<file path="config.mk">
export PLATFORM = sky130hd
export DESIGN_NAME = rr_arbiter4
export DESIGN_NICKNAME = d
export VERILOG_FILES = /design/src/rtl/rr_arbiter4_pkg.sv /design/src/rtl/rr_arbiter4_pick.sv /design/src/rtl/rr_arbiter4.sv
export SDC_FILE = /design/constraint.sdc
export NUM_CORES = 1
export LEC_CHECK = 0
export CORE_AREA = 2 2 39 41
export DETAILED_ROUTE_END_ITERATION = 12
export DIE_AREA = 0 0 41 43
export GPL_ROUTABILITY_DRIVEN = 1
export PLACE_DENSITY = 0.54
export SLEW_MARGIN = 20
export SYNTH_ARGS = -nofsm -noshare
export SYNTH_HDL_FRONTEND = slang
export SYNTH_SLANG_ARGS = --single-unit
export TNS_END_PERCENT = 30
</file>
<file path="constraint.sdc">
create_clock -name clk -period 1.55 [get_ports clk]
set_input_delay 0.31 -clock clk [delete_from_list [all_inputs] [get_ports clk]]
set_output_delay 0.31 -clock clk [all_outputs]
set_load 0.005 [all_outputs]
</file>
<file path="src/rtl/rr_arbiter4_pkg.sv">
// Shared types and constants for the four-requester round-robin arbiter.
package rr_arbiter4_pkg;
  localparam int NUM_REQ = 4;
  localparam int SEL_W   = 2;

  typedef enum logic {
    ST_IDLE  = 1'b0,
    ST_GRANT = 1'b1
  } state_t;

  // Registered output bundle feeding the downstream decoder
  typedef struct packed {
    logic [SEL_W-1:0] sel;
    logic             dis;
    logic             timeout;
  } arb_out_t;
endpackage

</file>
<file path="src/rtl/rr_arbiter4_pick.sv">
// Rotating-priority winner search: first set bit of req starting at last+1, wrapping to last.
module rr_pick
  import rr_arbiter4_pkg::*;
(
  input  logic [NUM_REQ-1:0] req,
  input  logic [SEL_W-1:0]   last,
  output logic               any,
  output logic [SEL_W-1:0]   winner
);
  logic [SEL_W-1:0] idx;

  // Walk from farthest to nearest so the nearest set bit overrides
  always_comb begin
    any    = |req;
    winner = last;
    idx    = last;
    for (int k = NUM_REQ; k >= 1; k--) begin
      idx = last + SEL_W'(k);
      if (req[idx]) winner = idx;
    end
  end
endmodule

</file>
<file path="src/rtl/rr_arbiter4.sv">
// Round-robin arbiter driving a 2-to-4 active-low decoder (sel/dis), registered outputs.
// Define RR_TIMEOUT_EN to force-release grants held for MAX_HOLD cycles.
module rr_arbiter4
  import rr_arbiter4_pkg::*;
#(
  parameter int MAX_HOLD = 16
) (
  input  logic               clk,
  input  logic               reset,
  input  logic [NUM_REQ-1:0] req,
  input  logic               done,
  output logic [SEL_W-1:0]   sel,
  output logic               dis,
  output logic               timeout
);
  state_t           state, state_nx;
  logic [SEL_W-1:0] last, last_nx;
  arb_out_t         q, q_nx;
  logic             any;
  logic [SEL_W-1:0] winner;
  logic             rel_norm, force_rel;

  rr_pick u_pick (
    .req    (req),
    .last   (last),
    .any    (any),
    .winner (winner)
  );

  assign rel_norm = done | ~req[q.sel];

`ifdef RR_TIMEOUT_EN
  localparam int CNT_W = $clog2(MAX_HOLD);
  logic [CNT_W-1:0] cnt;

  assign force_rel = (cnt == CNT_W'(MAX_HOLD - 1));

  always_ff @(posedge clk or posedge reset) begin
    if (reset)                                       cnt <= '0;
    else if (state == ST_GRANT && !rel_norm && !force_rel) cnt <= cnt + CNT_W'(1);
    else if (state != ST_GRANT || rel_norm || force_rel)   cnt <= '0;
  end
`else
  assign force_rel = 1'b0;
`endif

  always_comb begin
    state_nx  = state;
    last_nx   = last;
    q_nx      = q;
    q_nx.timeout = 1'b0;
    case (state)
      ST_IDLE: begin
        q_nx.dis = 1'b1;
        if (any) begin
          q_nx.sel = winner;
          q_nx.dis = 1'b0;
          state_nx = ST_GRANT;
        end
      end
      ST_GRANT: begin
        // Done or request drop wins over the hold limit: no timeout pulse then
        if (rel_norm || force_rel) begin
          q_nx.dis     = 1'b1;
          q_nx.timeout = force_rel & ~rel_norm;
          last_nx      = q.sel;
          state_nx     = ST_IDLE;
        end
      end
      default: state_nx = ST_IDLE;
    endcase
  end

  always_ff @(posedge clk or posedge reset) begin
    if (reset) begin
      state <= ST_IDLE;
      last  <= 2'b11;
      q     <= '{sel: 2'b00, dis: 1'b1, timeout: 1'b0};
    end else begin
      state <= state_nx;
      last  <= last_nx;
      q     <= q_nx;
    end
  end

  assign sel     = q.sel;
  assign dis     = q.dis;
  assign timeout = q.timeout;
endmodule
</file>
==> flow_summary.toml, run 1 <==
[placement]
globalplace.congestion = 0.743
io_buffers = 9
numPlacedInstances = 75
hpwl_um = 731

[worst_setup_path]
critPathMaxStageDelay_ns = 0.54
r2r_start = "last[1]"
worstPathRequired_ns = 1.67
worstPathMaxFanout = 2
arrival_ns = 1.65
r2r_cells = 3
startpoint_type = "register"
regToRegSetupSlack_ns = 0.02
end_kind = "register"
critPathKind = "register to register"
path_cells = "mux2_4 > a211o_1 > o32a_1"
crit_buf_inv = 0
cp_slowest_cell = "dfstp_2"
path_delay_family = "compound AO/OA/AOI/OAI gates"
r2r_end = "sel[0]"

[synthesis]
synth.most_common_cell = "inv_1"
syn_nets = 50
synth_area_leaders = "dfstp_2 (20%), dfrtp_1 (19%), mux2i_1 (5.0%)"
syn-mean-instance-area_sq_um = 9.34
ys_types = 27
yosysWarnings = 0
ys_async_sr_fraction_pct = 100
synth_seq_cells = 6
synth_top_flop_cell = "dfstp_2"
ys_seq_area_share_pct = 38.3
synth_area_leader_cell = "dfstp_2"
synthTopCellsByCount = "inv_1 (5), dfrtp_1 (3), dfstp_2 (3), nand2b_1 (3)"
yosysTopAreaCellShare_pct = 19.6
synth_area_sq_um = 402
synth_edf_count = 0
synth_cells = 43

[timing]
rsz0062_at_grt = "true"
period_share_pct = 98.5
hold_viol_final = 0
max_freq_ghz = 0.655
final.min_clock_period_ns = 1.53
clock_skew_ns = 0.00995
final.setup.tns_ns = 0
final_max_slew_viol_count = 0
setup_viol = 0

[floorplanning]
core_sq_mm = 0.00138
initial_utilization_pct = 29.0
die_h_um = 43
die_area_sq_mm = 0.00176
fp.dieW_um = 41
fp-row-count = 14
design.portCount = 11

[cells_and_area]
finalNonFillerCells = 79
layout-drive-gt1-share_pct = 34.9
nets = 71
fillCellCount = 128
syn2layout_area_growth_pct = 50.8
n_antenna_cell = 0

[outcome]
status = "complete, no violations"

[route]
drt-total-wl_um = 919
vias = 380
routedWlPerCell_um = 11.6
drtIter0Drc = 1
viasPerCell = 4.81
postRouteAntennaNets = 0
firstDrtPassIters = 4
route.detailed.drc = 0

[cts]
htreeDepth = 1
cts_buffer_depth = 2
numCtsBuffers = 3
clock_latency_ns = 0.25
path_clk_slew_ns = 0.05
holdBufCountCts = 0
clkSinkCount = 6
cts_root_buf = "clkbuf_4"
cts_tree = "built"

[power]
powerDensity_mw_per_mm2 = 1640
internal_power_mw = 0.652
switching_power_mw = 0.341
p_seq_share_pct = 35.8
ir_drop_v = 0.000801
pwr-share-comb_pct = 48.5
leakage_nw = 0.286
power_mw = 0.993
swShare_pct = 34.3
clkPwrFrac_pct = 15.7

[grt]
grt_first_pass_wirelength_mm = 1.63
antenna_found_initial = 0
grt_usage_pct = 14.0
grt-ovfl-total = 0
first_global_vias = 382
grt_start_max_net_pins = 10

[run]
maxCapViolations = 0

[hold_path]
min-delay-path-class = "input port to asynchronous set/reset pin"
worst register-to-register path: cells and delay by family, from the launching register on:
family,cells,cell delay (ns)
AO/OA/AOI/OAI,2,0.57
flip-flops,1,0.54
multiplexers,1,0.29
flip-flops by register name (all words and copies together), names as in the netlist:
name / count
last: 2
sel: 2
dis: 1
state: 1
power by group through the flow:
stage          clock [mW]  sequential, mW  combinational (mW)
2_1_floorplan           0           0.336               0.292
3_3_place_gp            0           0.357               0.489
3_5_place_dp            0           0.353               0.489
4_1_cts             0.165           0.353               0.484
5_1_grt             0.184           0.376               0.534
6_report            0.156           0.356               0.481
placed cells by master, fill, tap and decap left out, drive strengths merged:
master / netlist / final
mux2i: 2 / 2
nor3: 1 / 1
nor3b: 1 / 1
o221ai: 1 / 1
and3b: 1 / 1
nor2: 2 / 2
clkbuf: 1 / 4
a21oi: 2 / 2
or2: 2 / 2
a31oi: 1 / 1
clkdlybuf4s50: 0 / 7
conb: 1 / 1
nand2b: 3 / 3
buf: 1 / 9
a21o: 1 / 1
o22ai: 1 / 1
mux2: 2 / 2
o211a: 1 / 1
o31ai: 1 / 1
nor4: 1 / 1
inv: 5 / 5
a211oi: 2 / 2
a211o: 1 / 1
dfrtp: 3 / 3
o32a: 1 / 1
dlymetal6s2s: 0 / 1
dfstp: 3 / 3
dlygate4sd2: 0 / 1
o21ai: 2 / 2
kinds of logic after synthesis:
family / synth area share, %
simple gates: 16.5
other cells: 0.934
buf+inv: 7.79
compound gates: 24.9
flops: 38.3
mux: 11.5
worst max-delay path by stage:
stage | startpoint | endpoint | slack [ns] | cells after the start
final | last[1] | sel[0] | 0.02 | 3
after global routing | req[3] | last[1] | -0.03 | 6
after CTS | sel[0] | sel[0] | 0.003 | 1
after detailed placement | req[3] | sel[0] | -0.18 | 4
after global placement | req[1] | last[0] | -0.19 | 5
after floorplan | last[1] | sel[0] | 0.03 | 3
final cells by class:
type / instances / area, sq um / area share (%)
Multi-Input combinational cell: 30 / 226 / 37.4
Tap cell: 16 / 20.0 / 3.31
Inverter: 5 / 18.8 / 3.10
Sequential cell: 6 / 155 / 25.6
Timing Repair Buffer: 18 / 159 / 26.2
Clock buffer: 4 / 26.3 / 4.34
timing repair:
action,CTS,global route
endpoints found under the hold margin,0,0
pin swaps,0,0
gates resized for setup,1,4
gates cloned,0,0
setup endpoints to repair,1,5
setup buffers,0,0
per-layer routing:
metal  up-vias  wire (um)  global-route usage, %
met1       177        419                   17.7
met2         8        441                   19.7
met4         0          0                   2.00
met5         -          0                      0
li1        195          -                      -
met3         0         57                   9.95
stage by stage:
| step | area [sq um] | setup slack (ns) | util [%] | hold slack [ns] |
|---|---|---|---|---|
| finish | 606 | 0.0234 | 43.8 | 0.282 |
| global route | 606 | -0.0324 | 43.8 | 0.294 |
| CTS | 592 | 0.00293 | 42.8 | 0.281 |
| detailed placement | 567 | -0.181 | 41.0 | 0.479 |
| global placement | 567 | -0.192 | 41.0 | 0.488 |
| floorplan | 402 | 0.0279 | - | 0.0988 |
No activity file was read; power rests on OpenSTA's default activity.
==> run 2, diff against run 1 <==
--- a/config.mk
+++ b/config.mk
@@ -9,7 +9,7 @@
 export DETAILED_ROUTE_END_ITERATION = 12
 export DIE_AREA = 0 0 41 43
 export GPL_ROUTABILITY_DRIVEN = 1
-export PLACE_DENSITY = 0.54
+export PLACE_DENSITY = 0.52
 export SLEW_MARGIN = 20
 export SYNTH_ARGS = -nofsm -noshare
 export SYNTH_HDL_FRONTEND = slang
==> constraint.sdc (replaced) <==
create_clock -name clk -period 1.48 [get_ports clk]
set_input_delay 0.296 -clock clk [delete_from_list [all_inputs] [get_ports clk]]
set_output_delay 0.296 -clock clk [all_outputs]
set_load 0.005 [all_outputs]
==> flow_summary.toml, run 2 (synthesis results as in run 1) <==
[timing]
final_max_slew_viol_count = 0
clock_skew_ns = 0.00714
final.setup.tns_ns = 0
max_freq_ghz = 0.681
final.min_clock_period_ns = 1.47
setup_viol = 0
period_share_pct = 99.2
hold_viol_final = 0
hold_slack_ns = 0.266
worst_slack_ns = 0.0125
rsz0062_at_grt = "true"

[worst_setup_path]
worstPathMaxFanout = 2
cp_slowest_cell = "dfstp_2"
end_kind = "register"
path_cells = "mux2_4 > a211o_1 > o32a_1"
critPathKind = "register to register"
path_delay_family = "flip-flops"
worstPathRequired_ns = 1.59
critPathMaxStageDelay_ns = 0.53
crit_buf_inv = 0
arrival_ns = 1.58
startpoint_type = "register"

[placement]
place_ws_ns = -0.234
globalplace.congestion = 0.728
placed_area_sq_um = 574
hpwl_um = 739
numPlacedInstances = 76
io_buffers = 9

[power]
ir_drop_v = 0.000904
pwr-share-comb_pct = 52.6
powerDensity_mw_per_mm2 = 1720
switching_power_mw = 0.370
leakage_nw = 0.300
clkPwrFrac_pct = 14.4
p_seq_share_pct = 33.0
power_mw = 1.09
swShare_pct = 34.0
internal_power_mw = 0.716

[run]
maxCapViolations = 0

[floorplanning]
initial_utilization_pct = 29.0
fp.dieW_um = 41
die_area_sq_mm = 0.00176
fp-row-count = 14
die_h_um = 43
core_sq_mm = 0.00138
design.portCount = 11

[cts]
holdBufCountCts = 0
htreeDepth = 1
clock_latency_ns = 0.24
cts_tree = "built"
cts_root_buf = "clkbuf_4"
numCtsBuffers = 3
clkSinkCount = 6
cts_buffer_depth = 2
path_clk_slew_ns = 0.05

[grt]
grt-ovfl-total = 0
grt_first_pass_wirelength_mm = 1.59
first_global_vias = 391
grt_start_max_net_pins = 10
antenna_found_initial = 0
grt_usage_pct = 13.3

[route]
viasPerCell = 4.78
drt-total-wl_um = 860
routedWlPerCell_um = 10.6
vias = 387
route.detailed.drc = 0
firstDrtPassIters = 1
postRouteAntennaNets = 0
drtIter0Drc = 0

[cells_and_area]
n_antenna_cell = 0
layout_commonest_cell = "buf_4"
nets = 73
finalNonFillerCells = 81
fin_util_pct = 45.7
syn2layout_area_growth_pct = 57.3
final_cell_mix = "buf_4 (11), clkdlybuf4s50_1 (6), inv_1 (5)"
layout-drive-gt1-share_pct = 38.5
fillCellCount = 149
postLayoutCellArea_sq_um = 632

[outcome]
status = "complete, no violations"

[hold_path]
min-delay-path-class = "input port to asynchronous set/reset pin"
## run 2: final cells by class
type                       count  area, sq um  area share, %
timing repair buffer          20          173           27.3
tap                           16         20.0           3.17
inverter                       5         18.8           2.97
sequential                     6          155           24.6
clock buffer                   4         26.3           4.16
multi-input combinational     30          239           37.8
## run 2: final timing paths
check                         from  depth (start not counted)  slack [ns]  endpoint
min reg2reg                    dis                          2        0.48       dis
max reg2reg                last[1]                          3        0.01    sel[0]
min                          reset                          2        0.27     state
max                        last[1]                          3        0.01    sel[0]
max in group asynchronous    reset                          2        0.95   last[1]
min in group clk               dis                          2        0.48       dis
## run 2: per-layer routing
metal | GRT usage [%] | wire length (um) | up-vias
met5 | 0 | 0 | -
met4 | 2.00 | 0 | 0
met3 | 4.71 | 13 | 0
met2 | 20.0 | 406 | 3
met1 | 18.3 | 440 | 185
li1 | - | - | 199
## run 2: repair_timing
action	CTS	global route
gates resized for setup	3	5
setup buffers	0	1
cloned	0	0
setup endpoints to repair	3	6
## run 2: power by group through the flow
stage	registers, mW	logic, mW	clock network (mW)
6_report	0.359	0.571	0.156
5_1_grt	0.379	0.625	0.180
4_1_cts	0.373	0.496	0.161
3_5_place_dp	0.373	0.512	0
3_3_place_gp	0.373	0.516	0
2_1_floorplan	0.352	0.306	0
